===== config.mk =====
export PLATFORM = sky130hd
export DESIGN_NAME = jtframe_led_multi
export DESIGN_NICKNAME = d
export VERILOG_FILES = /design/src/rtl/jtframe_led_multi.sv
export SDC_FILE = /design/constraint.sdc
export NUM_CORES = 1
export LEC_CHECK = 0
export BUFFER_PORTS_ARGS = -buffer_cell sky130_fd_sc_hd__buf_2
export CAP_MARGIN = 20
export CORE_ASPECT_RATIO = 1.75
export CORE_UTILIZATION = 43
export DETAILED_ROUTE_END_ITERATION = 8
export SETUP_SLACK_MARGIN = 0.2
export SYNTH_ARGS = -nofsm -noshare
export SYNTH_HDL_FRONTEND = slang
export SYNTH_SLANG_ARGS = --single-unit

===== constraint.sdc =====
create_clock -name clk -period 3 [get_ports clk]
set_input_delay 0.6 -clock clk [delete_from_list [all_inputs] [get_ports clk]]
set_output_delay 0.6 -clock clk [all_outputs]
set_load 0.05 [all_outputs]

===== src/rtl/jtframe_led_multi.sv =====
// Multi-channel LED driver timed from vertical blank.
// Each channel lights directly, stretches short requests over several frames,
// or blinks at a slow or fast rate taken from a shared frame counter.
// Channel 0 is the system LED and is also forced on while the system is busy.
module jtframe_led_multi #(
  parameter int CH  = 4,
  parameter int POL = 0,
  parameter int ENW = 4,
  parameter int FW  = 7
) (
  input  logic              clk,
  input  logic              rst_n,
  input  logic              LVBL,
  input  logic              sys_busy,
  input  logic [CH-1:0]     ch_req,
  input  logic [2*CH-1:0]   ch_mode,
  output logic [FW-1:0]     frame_cnt,
  output logic [CH-1:0]     led
);

  typedef enum logic [1:0] {
    MODE_DIRECT  = 2'b00,
    MODE_STRETCH = 2'b01,
    MODE_SLOW    = 2'b10,
    MODE_FAST    = 2'b11
  } ledMode_e;

  localparam logic [CH-1:0]  POL_MASK = (POL != 0) ? {CH{1'b1}} : {CH{1'b0}};
  localparam logic [FW-1:0]  FONE     = FW'(1);
  localparam logic [ENW-1:0] SONE     = ENW'(1);

  logic              lastLvbl_q;
  logic              vbCen_q;
  logic [FW-1:0]     frameCnt_q, frameCnt_d;
  logic [CH-1:0]     reqL_q;
  logic [ENW-1:0]    scnt_q [CH];
  logic [ENW-1:0]    scnt_d [CH];
  logic [CH-1:0]     led_q, led_d;
  logic [CH-1:0]     rise;

  assign rise      = ch_req & ~reqL_q;
  assign frame_cnt = frameCnt_q;
  assign led       = led_q;

  // Next-state: frame counter, stretch counters (a fresh rise beats a frame tick) and LED levels
  always_comb begin
    ledMode_e  mode;
    logic [CH-1:0] lit;
    lit        = '0;
    mode       = MODE_DIRECT;
    frameCnt_d = vbCen_q ? frameCnt_q + FONE : frameCnt_q;
    for (int i = 0; i < CH; i++) begin
      scnt_d[i] = scnt_q[i];
      if (rise[i]) begin
        scnt_d[i] = '1;
      end else if (vbCen_q && (scnt_q[i] != '0)) begin
        scnt_d[i] = scnt_q[i] - SONE;
      end
      mode = ledMode_e'(ch_mode[2*i +: 2]);
      case (mode)
        MODE_DIRECT:  lit[i] = ch_req[i];
        MODE_STRETCH: lit[i] = ch_req[i] | (scnt_q[i] != '0);
        MODE_SLOW:    lit[i] = ch_req[i] & frameCnt_q[FW-1];
        MODE_FAST:    lit[i] = ch_req[i] & frameCnt_q[FW-3];
        default:      lit[i] = ch_req[i];
      endcase
    end
    lit[0] = lit[0] | sys_busy;
    led_d  = lit ^ POL_MASK;
  end

  // State registers: vblank edge detector, frame counter, request edges, stretch counters, LED pins
  always_ff @(posedge clk or negedge rst_n) begin
    if (!rst_n) begin
      lastLvbl_q <= 1'b0;
      vbCen_q    <= 1'b0;
      frameCnt_q <= '0;
      reqL_q     <= '0;
      led_q      <= POL_MASK;
      for (int i = 0; i < CH; i++) begin
        scnt_q[i] <= '0;
      end
    end else begin
      lastLvbl_q <= LVBL;
      vbCen_q    <= ~LVBL & lastLvbl_q;
      frameCnt_q <= frameCnt_d;
      reqL_q     <= ch_req;
      led_q      <= led_d;
      for (int i = 0; i < CH; i++) begin
        scnt_q[i] <= scnt_d[i];
      end
    end
  end

endmodule


## After elaboration in Yosys (flattened, before gate mapping)

Index checks and enable logic that the tools add are counted.

| operators by class | value |
|---|---|
| reductions and logical operators | 16 |
| multiplexer cells | 12 |
| bitwise logic cells | 17 |
| equality and inequality tests | 12 |
| $add $sub $neg | 5 |

Operator list:

| cell | count |
|---|---|
| 2-to-1 mux 4 bit | 8 |
| == test 2 bit (second input constant) | 8 |
| one-hot mux 1 bit (4 select lines) | 4 |
| nonzero test 4 bit | 4 |
| subtractor 4 x 1 -> 4 bit (second input constant) | 4 |
| AND 1 bit | 9 |
| == test 2 x 1 -> 1 bit (second input constant) | 4 |
| logical NOT 2 bit | 4 |
| nonzero test 2 bit | 4 |
| adder 7 x 1 -> 7 bit (second input constant) | 1 |
| OR 1 bit | 5 |
| AND 4 bit | 1 |
| logical AND 1 bit | 4 |
| inverter 4 bit | 1 |
| inverter 1 bit | 1 |

| word-level totals | value |
|---|---|
| input bits | 16 |
| logic and storage cells | 71 |
| output and inout bits | 11 |
| register bits | 33 |

## Depth between registers and ports, before layout

Gate-level depths: netlist of run 1.

| logic depth | value |
|---|---|
| depth in word-level cells | 4 |
| gate-level depth with buffers | 5 |

## Worst setup path before layout of run 1

Ideal clock, no wire load.

| timing path | value |
|---|---|
| path type | register -> register |
| start | register scnt_q[12] (netlist name) |
| end | register led_q[0] (netlist: led[0]) |
| arrival | 1.364 ns |
| cell stages (with the launch flop) | 6 |
| path buffers | 0 |
| slack | 1.518 ns |
| path through | dfrtp_1 > inv_1 > ha_1 > or3b_4 > a31o_1 > a21o_1 |

| between the ends | value |
|---|---|
| cells in the longest elaborated chain, start to end | 4 |

RTL lines:

| what | RTL line | source |
|---|---|---|
| start, declared | 36 | `logic [ENW-1:0] scnt_q [CH];` |
| start signal, assigned by index | 90 | `scnt_q[i] <= scnt_d[i];` |
| nonzero test 4 bit | 62 | `MODE_STRETCH: lit[i] = ch_req[i] \| (scnt_q[i] != '0);` |
| OR 1 bit | 62 |  |
| one-hot mux 1 bit (4 select lines) | 60 | `case (mode)` |
| OR 1 bit | 68 | `lit[0] = lit[0] \| sys_busy;` |
| named net led_d[0] | 38 | `logic [CH-1:0] led_q, led_d;` |
| end signal, assigned | 88 | `led_q <= led_d;` |
| end, declared | 38 |  |

The timed path passes the listed nets, and every way through them passes these cells.
A chain may end at the register's enable or synchronous reset.

## Final worst setup path of run 1

| timing path | value |
|---|---|
| start | register frameCnt_q[4] (netlist: frame_cnt[4]) |
| end | output port frame_cnt[4] |

RTL lines:

| what | RTL line | source |
|---|---|---|
| start, declared | 34 | `logic [FW-1:0] frameCnt_q, frameCnt_d;` |
| start signal, assigned | 86 | `frameCnt_q <= frameCnt_d;` |
| end, declared | 17 | `output logic [FW-1:0] frame_cnt,` |

No word-level cell between the ends.

==> results of run 1 <==
-- Yosys cell counts, drive strengths merged, types with 4 or more instances --
cell type / count
nand2: 12
a21oi: 9
inv: 16
o21ai: 12
or3b: 4
and3: 8
o211ai: 8
nand3: 7
xnor2: 4
dfrtp: 33
nor4b: 4
a22o: 6
nand2b: 4
ha: 5
-- registers in the layout, indices dropped and copies added, names as in the netlist --
signal / count
vbCen_q: 1
scnt_q: 16
led: 4
lastLvbl_q: 1
frame_cnt: 7
reqL_q: 4
-- final cells by class --
cell class,instances,area share
Multi-Input combinational cell,94,0.3517
Sequential cell,33,0.4606
Inverter,16,0.03350
Clock buffer,6,0.04047
Clock inverter,2,0.005583
Tap cell,45,0.03140
Timing Repair Buffer,27,0.07676
-- how the worst min path moves through the flow --
stage                     startpoint            to  slack, ns  cells past startpoint
after floorplan                rst_n  frame_cnt[0]       0.30                      0
final                          rst_n     scnt_q[9]       0.37                      1
after detailed placement  lastLvbl_q       vbCen_q       0.45                      1
after global routing           rst_n     scnt_q[9]       0.43                      1
after CTS                      rst_n     scnt_q[9]       0.40                      1
after global placement    lastLvbl_q       vbCen_q       0.45                      1
-- cell usage in the layout, fill, tap and decap left out --
cell      count
o21ai_1       6
and3_2        2
xnor2_1       4
a21oi_1       9
clkinv_2      2
ha_1          5
buf_4         1
xor2_1        2
a31o_1        1
mux2_2        1
nor2_1        2
a21o_1        1
o21ai_0       6
dfrtp_1      33
nand4_1       2
clkbuf_1      1
o211ai_1      8
nand3_1       7
clkbuf_8      5
a22o_1        6
and3_1        6
and2_1        1
nor2b_1       1
buf_2        26
or3b_4        4
nor4b_1       4
inv_1        16
nand2_1      12
nand2b_1      4
-- logic make-up after synthesis --
group / Yosys count / share of synthesized area
AND/OR/NAND/NOR: 45 / 0.1762
multiplexers: 1 / 0.007340
adder cells (fa/ha/maj): 5 / 0.04078
flip-flops: 33 / 0.5383
AO/OA/AOI/OAI: 37 / 0.1525
XOR/XNOR: 6 / 0.03426
buffers and inverters: 20 / 0.05057
-- power groups by stage --
stage                     registers, mW  logic, mW  clock network (mW)
after floorplan                   0.711      0.110                   0
after global placement            0.580      0.326                   0
after detailed placement          0.585      0.336                   0
after CTS                         0.577      0.337               0.328
after global routing              0.590      0.358               0.345
final                             0.578      0.334               0.315
-- metal layers --
layer	vias up	wire (um)	GRT usage
met3	5	109	0.04667
met2	27	1463	0.2889
met4	0	55	0.08000
met1	562	1335	0.2284
met5	-	0	0
li1	574	-	-
-- per-stage QoR --
stage / instances / util / cell area (um^2) / worst slack [ns]
CTS: 223 / 0.5276 / 1793 / 1.253
global route: 223 / 0.5276 / 1793 / 1.171
global placement: 215 / 0.5033 / 1710 / 1.442
detailed placement: 215 / 0.5033 / 1710 / 1.406
floorplan: 147 / - / 1534 / 1.518
finish: 223 / 0.5276 / 1793 / 1.279
==> metrics, run 1 <==
flop-to-flop setup slack=1.37 ns; Arr. time, crit path=1.12 ns; io pins=27; Hold Buf Count CTS=0; WHS=0.3720 ns; n_diodes=0; Setup Skew=0.005093 ns; Int Pwr=0.7708 mW; EDFF count, synth=0; wire length per cell=13.29 um; sequential cell area=825.8 um^2; CP Launch Type=flip-flop; PwrDens=684.3 nW/um^2; Crit path max-delay family=flip-flops; Lkg Pwr=0.8859 nW; Setup Buffers After CTS=0; DIE AREA=3820 um^2; area occupied by multi-input gates=630.6 um^2; Critical path destination=frame_cnt[4]; Cells after Synth=147; setup tns final=0 ns; reg2reg path depth=4; sequential share of power=0.471; HPWL Detailed=2.141 mm; Final Critical Period=1.721 ns; top cell type's share of synthesized area=0.5383; Setup Crit Path Kind=flip-flop to primary output; asr flop ratio synth=1.000; total clock sinks=33; first-pass GRT wire length=4.940 mm; Max Cap Viol=0; antenna violation net count after detailed routing=0; Top FF cell, synth=dfrtp_1; max-slew violations=0; Critical-path top delay cell=dfrtp_1; Chip Width=47.15 um; largest net degree at the start of global routing=34; Layout area overhead=16.88%; Rows=28; post-cts resize count=0; Die H=81.01 um; Via-to-Cell Ratio=5.238; Layout Nets=198; Tot Pwr=1.227 mW; VDD IR max=0.0005683 V; Floorplan Core Area=3398 um^2; Final GP Congestion=0.7339; Worst setup startpoint=frame_cnt[4]; htree depth=2; Critical Path Max Stage Delay=0.51 ns; reg-to-reg critical path startpoint=vbCen_q; Buf/Inv on CP=1; sequential share of the synthesized area=0.5383; Final Hold Viols=0; Layout fillers=325; Seq cells post-synth=33; switching power=0.4561 mW; Max Root-Sink Buffers=2; DRC=0; max_slew headroom=0.5187; Starting Density=0.4514; crit path capture type=primary output; CTS tree=yes; Worst Tran Pin Value=0.7220 ns; Peak Freq=0.5812 GHz; terminus of the critical flop-to-flop path=scnt_q[3]; CP Depth=1; status=complete, no violations; Overflow after GRT=0; crit-path max FO=8; cts bufs inserted=5; cell area after synthesis=1534 um^2; Avg Cell Area, Syn=10.44 um^2; Ys Warns=0; number of global-route vias before repair=1136; final setup violating endpoints=0; clock-pin slew on the worst setup and hold paths=0.07 ns; Area contributors post-synth=dfrtp_1, ha_1, inv_1; Final period util=0.5736; DRT Pass-1 Iters=4; vias=1168; Post-Route WL=2.963 mm; RSZ-0062 raised after global routing=false; Net Sw Frac=0.3718; DRT iter0 DRCs=22; combinational share of power=0.272; worst endpoint required time=2.40 ns; Synth area leader=dfrtp_1; gr usage total=0.1828; Netlist cell types=26; Clk network pwr share=0.257; clock latency on the worst-skew pair=0.28 ns; hold crit path type=input port to asynchronous set/reset pin; crit path cell chain=buf_2; Root Buffer=clkbuf_8; net count after synthesis=168; initial antenna violation count=0; PortBufs=26; share of cells above drive strength 1=0.2303
No activity file was read; power rests on OpenSTA's default activity.
==> run 2: changes to the inputs <==
ABC_AREA = 1   (was unset)
PLACE_DENSITY = 0.66   (was unset)
clock period = 1.5 ns   (was 3 ns; I/O delays follow)
==> metrics, run 2 <==
antenna violation net count after detailed routing=0 (unchanged); setup tns final=0 ns (unchanged); Rows=30 (+7.1%); Area contributors post-synth=dfrtp_1, nand2_1, nand3_1; vias=1480 (+27%); Final Critical Period=1.262 ns; Synth area leader=dfrtp_1; sequential cell area=830.8 um^2 (+0.61%); Worst Tran Pin Value=0.4236 ns (-0.2984 ns); Layout Nets=271 (+37%); Ys Warns=0 (unchanged); Top FF cell, synth=dfrtp_1; DRT iter0 DRCs=34 (+55%); Area after DPL=1903 um^2 (+11%); area occupied by multi-input gates=802.0 um^2 (+27%); n_diodes=0 (unchanged); first-pass GRT wire length=6.134 mm (+24%); most frequent cells in the layout=nand2_1, dfrtp_1, nand3_1, inv_1, buf_2; reg-to-reg critical path startpoint=scnt_q[12]; share of cells above drive strength 1=0.2669 (+0.03660); Cells after Synth=216 (+47%); Critical Path Max Stage Delay=0.47 ns (-0.04 ns); Final period util=0.8411; Via-to-Cell Ratio=4.950 (-5.5%); terminus of the critical flop-to-flop path=led[0]; CP Launch Type=flip-flop; Netlist cell types=21 (-19%); Peak Freq=0.7927 GHz; wire length per cell=11.39 um (-14%); final setup violating endpoints=0 (unchanged); flop-to-flop setup slack=0.30 ns (-1.07 ns); sequential share of the synthesized area=0.4810 (-0.05729); gr usage total=0.1914 (+0.008611); Hold Buf Count CTS=0 (unchanged); Setup Skew=0.005979 ns (+0.0008862 ns); worst endpoint required time=1.20 ns (-1.20 ns); clock latency on the worst-skew pair=0.29 ns (about the same); HPWL Detailed=2.441 mm (+14%); htree depth=2 (unchanged); cell area after synthesis=1717 um^2 (+12%); PwrDens=1428 nW/um^2 (+110%); Root Buffer=clkbuf_8; PortBufs=26 (unchanged); Lkg Pwr=1.100 nW (+24%); DRT Pass-1 Iters=4 (unchanged); EDFF count, synth=0 (unchanged); fin area=2062 um^2 (+15%); commonest non-fill, non-tap cell in the layout=nand2_1; Max Root-Sink Buffers=2 (unchanged); Layout fillers=389 (+20%); Max Cap Viol=0 (unchanged); number of flip-flops in the largest register=16 (unchanged); DIE AREA=4259 um^2 (+11%); max-slew violations=0 (unchanged); Overflow after GRT=0 (unchanged); total clock sinks=33 (unchanged); asr flop ratio synth=1.000 (unchanged); final non-filler cell total=299 (+34%); Final Hold Viols=0 (unchanged); crit-path max FO=6 (-2); Reg with most FFs=scnt_q; initial antenna violation count=0 (unchanged); Layout area overhead=20.12%; hold crit path type=input port to asynchronous set/reset pin; clock-pin slew on the worst setup and hold paths=0.07 ns (about the same); Floorplan Core Area=3866 um^2 (+14%); Seq cells post-synth=33 (unchanged); DRC=0 (unchanged); most numerous cell in the Yosys netlist=nand2_1; status=complete, no violations; largest net degree at the start of global routing=34 (unchanged); CTS tree=yes; Die H=85.59 um (+5.6%); top cell type's share of synthesized area=0.4810 (-0.05729); Arr. time, crit path=0.96 ns (-0.16 ns); Setup Crit Path Kind=flip-flop to primary output; Chip Width=49.76 um (+5.5%); Buf/Inv on CP=1 (unchanged); RSZ-0062 raised after global routing=true; Starting Density=0.4440 (-0.007386); crit path capture type=primary output; Critical-path top delay cell=dfrtp_2; max_slew headroom=0.7176 (+0.1989); Crit path max-delay family=flip-flops; Post-Route WL=3.407 mm (+15%); commonest cells in the netlist=nand2_1, dfrtp_1, inv_1; cts bufs inserted=5 (unchanged); Cells after DPL=290 (+35%); io pins=27 (unchanged); number of global-route vias before repair=1495 (+32%); Avg Cell Area, Syn=7.947 um^2 (-24%); crit path cell chain=buf_4; net count after synthesis=237 (+41%); reg2reg path depth=9 (+5); Final GP Congestion=0.8016 (+9.2%); VDD IR max=0.0009909 V (+74%)
run 2: cell types whose count changed after synthesis, moves of 7 or more:
| cell | delta |
|---|---|
| a21oi_1 | -9 |
| nand2_1 | +59 |
| nor2_1 | +11 |
| inv_1 | +14 |
| o21ai_0 | +7 |
| o211ai_1 | -8 |
| nand3_1 | +22 |
run 2: layer usage:
metal / share of wire / track usage / up-vias
met4: 0.025 / 0.1299 / 0
met3: 0.031 / 0.04610 / 5
met2: 0.54 / 0.3280 / 23
met5: 0 / 0 / -
met1: 0.41 / 0.2021 / 709
li1: - / - / 743
run 2: through the flow:
step	worst slack (ns)	total power, mW	utilization	hold slack, ns
after floorplan	0.2045	1.990	-	0.004409
after global placement	0.2530	2.223	0.4922	0.3532
after detailed placement	0.1933	2.242	0.4922	0.3548
after CTS	0.2036	2.918	0.5152	0.03841
after global routing	0.1755	3.171	0.5333	0.07133
final	0.2384	2.945	0.5333	0.02583
run 2: cells by family (layout without fill, tap and decap cells):
kind of cell | count (synthesis) | in the layout | share of synthesized area
xor gates and xnor gates | 5 | 5 | 0.02551
AOI/OAI and AO/OA | 14 | 14 | 0.04227
and+or+nand+nor | 125 | 125 | 0.3295
DFF | 33 | 33 | 0.4810
buffers and inverters | 34 | 69 | 0.08528
adders and majority gates | 5 | 5 | 0.03644
run 2: power breakdown:
group / internal (mW) / total [mW] / switching, mW
clock: 0.321 / 0.649 / 0.328
sequential: 1.09 / 1.26 / 0.172
combinational: 0.332 / 1.03 / 0.700
total: 1.75 / 2.94 / 1.20
run 2: worst max path at each step:
| stage | startpoint | to | slack [ns] | depth (start not counted) |
|---|---|---|---|---|
| finish | frame_cnt[6] | frame_cnt[6] | 0.24 | 1 |
| global route | scnt_q[4] | scnt_q[5] | 0.18 | 7 |
| floorplan | frame_cnt[0] | frame_cnt[6] | 0.20 | 5 |
| detailed placement | scnt_q[12] | scnt_q[15] | 0.19 | 9 |
| CTS | scnt_q[12] | scnt_q[15] | 0.20 | 9 |
| global placement | scnt_q[12] | scnt_q[15] | 0.25 | 9 |
run 2: area by class of cell:
class	instances	share of cell area
Timing Repair Buffer	30	0.08252
Tap cell	48	0.02913
Clock buffer	6	0.03519
Multi-Input combinational cell	149	0.3890
Inverter	31	0.05643
Sequential cell	33	0.4029
Clock inverter	2	0.004854
run 2: timing repair:
| item | in CTS | in global routing |
|---|---|---|
| pin swaps | 1 | 8 |
| gates resized for setup | 4 | 25 |
| gates cloned | 0 | 0 |
| setup endpoints to repair | 4 | 15 |
| buffers inserted | 0 | 1 |
==> run 3: changes to the inputs <==
ABC_AREA = 0   (was 1)
PLACE_DENSITY = unset   (was 0.66)
clock period = 1.2 ns   (was 1.5 ns; I/O delays follow)
==> metrics, run 3 (synthesized netlist as in run 1, its figures left out) <==
status=finished with violations; failing checks=setup timing; n_diodes=0 (unchanged); DRT iter0 DRCs=31 (-8.8%); Tot Pwr=3.935 mW (+34%); Setup Skew=0.007935 ns (+0.001956 ns); Reg with most FFs=scnt_q; Area after DPL=1913 um^2 (+0.53%); CP Launch Type=flip-flop; Max Cap Viol=0 (unchanged); first-pass GRT wire length=6.630 mm (+8.1%); crit path capture type=flip-flop; PwrDens=1512 nW/um^2 (+5.9%); commonest non-fill, non-tap cell in the layout=buf_4; fin area=2603 um^2 (+26%); Max Root-Sink Buffers=2 (unchanged); Layout Nets=245 (-9.6%); wire length per cell=16.96 um (+49%); setup tns final=-4.481 ns (-4.481 ns); Worst Tran Pin Value=0.4941 ns (+0.07048 ns); initial antenna violation count=0 (unchanged); WHS=0.07460 ns (+0.04877 ns); met1 Resource Use GR=0.2752 (+0.07316); final non-filler cell total=270 (-9.7%); Starting Density=0.4514 (+0.007386); Rows=28 (-6.7%); reg-to-reg critical path startpoint=scnt_q[8]; Crit path max-delay family=simple AND/OR/NAND/NOR gates; HPWL Detailed=2.431 mm (-0.42%); crit path cell chain=inv_1 > ha_2 > or3b_4 > a22o_1 > a22o_1; hold crit path type=input port to flip-flop; Floorplan Core Area=3398 um^2 (-12%); Worst path most repeated cell=a22o_1; vias=1450 (-2.0%); reg2reg path depth=5 (-4); Layout area overhead=69.66%; CTS tree=yes; cts bufs inserted=5 (unchanged); crit-path max FO=3 (-3); Peak Freq=0.6230 GHz; clock latency on the worst-skew pair=0.28 ns (about the same); max_slew headroom=0.6659 (-0.05163); worst hold start=LVBL; PortBufs=26 (unchanged); Critical Path Max Stage Delay=0.42 ns (-0.05 ns); largest net degree at the start of global routing=34 (unchanged); global routing met2 resource utilization=0.4278 (+0.09977); Critical path destination=led[1]; Via-to-Cell Ratio=5.370 (+8.5%); clock-pin slew on the worst setup and hold paths=0.07 ns (about the same); RSZ-0062 raised after global routing=true; htree depth=2 (unchanged); final setup margin=-0.4050 ns (-0.6435 ns); Final period util=1.338; number of global-route vias before repair=1486 (-0.60%); gr usage total=0.2476 (+0.05619); Chip Width=47.15 um (-5.2%); final core occ=0.7658 (+0.2325); Worst setup startpoint=scnt_q[8]; flop-to-flop setup slack=-0.41 ns (-0.71 ns); CP Depth=5 (+4); Setup Crit Path Kind=flip-flop to flip-flop; terminus of the critical flop-to-flop path=led[1]; antenna violation net count after detailed routing=0 (unchanged); GRT met3 Usage=0.06444 (+0.01835); io pins=27 (unchanged); Critical-path top delay cell=or3b_4; Overflow after GRT=0 (unchanged); worst endpoint required time=1.38 ns (+0.18 ns); Lkg Pwr=1.195 nW (+8.6%); Root Buffer=clkbuf_8; number of flip-flops in the largest register=16 (unchanged); Die H=81.01 um (-5.3%); max-slew violations=0 (unchanged); Layout fillers=222 (-43%); DRC=0 (unchanged); Final GP Congestion=0.7819 (-2.5%); busiest grt layer=met2; final setup violating endpoints=16 (+16); share of cells above drive strength 1=0.5956 (+0.3286); Setup WS pre-CTS=-0.3323 ns (-0.5256 ns); Final Hold Viols=0 (unchanged); DRT Pass-1 Iters=4 (unchanged); Final Critical Period=1.605 ns; Post-Route WL=4.578 mm (+34%); Arr. time, crit path=1.78 ns (+0.82 ns); most frequent cells in the layout=buf_4, dfrtp_1, buf_6, buf_2, inv_1; VDD IR max=0.001753 V (+77%); Cells after DPL=235 (-19%); Buf/Inv on CP=1 (unchanged); DIE AREA=3820 um^2 (-10%); total clock sinks=33 (unchanged)
run 3: cell count changes in the layout (fill, tap and decap cells not counted), moves of 7 or more:
cell | previous run | this run
o211ai_1 | 0 | 8
buf_6 | 0 | 16
nand3_1 | 28 | 3
nand2_1 | 65 | 7
buf_2 | 22 | 15
and3_4 | 0 | 7
o21ai_0 | 11 | 3
inv_1 | 24 | 14
nor2_1 | 12 | 1
buf_4 | 6 | 31
o21ai_2 | 0 | 7
run 3: cell type report:
class                      instances  area (um^2)  area share
clock buffer                       6        72.57     0.02788
clock inverter                     2        10.01    0.003846
inverter                          16        60.06     0.02308
multi-input combinational         94        862.1      0.3312
sequential                        33        833.3      0.3202
tap                               45        56.30     0.02163
timing repair buffer              74        708.2      0.2721
run 3: power breakdown:
part	switching, mW	internal [mW]	total, mW	leakage [nW]
clock network	0.409	0.402	0.810	0.0450
logic	0.860	0.819	1.68	0.801
registers	0.160	1.29	1.45	0.349
run 3: how the worst min path moves through the flow:
stage | to | slack [ns] | cells after the start
after floorplan | frame_cnt[0] | -0.06 | 0
after global placement | scnt_q[3] | 0.29 | 2
after detailed placement | scnt_q[3] | 0.30 | 2
after CTS | lastLvbl_q | 0.07 | 1
after global routing | lastLvbl_q | 0.07 | 1
final | lastLvbl_q | 0.07 | 1
run 3: metal layers:
| metal | wire, um | part of all wire |
|---|---|---|
| met2 | 2568 | 0.56 |
| met3 | 210 | 0.046 |
| met5 | 0 | 0 |
| met1 | 1631 | 0.36 |
| met4 | 167 | 0.036 |
run 3: repair_timing:
action | CTS | global route
cloned | 2 | 1
endpoints found under the hold margin | 33 | 0
setup buffers | 17 | 6
setup endpoints to repair | 35 | 38
gates resized for setup | 55 | 30
pin swaps | 22 | 14
hold buffers | 1 | 0
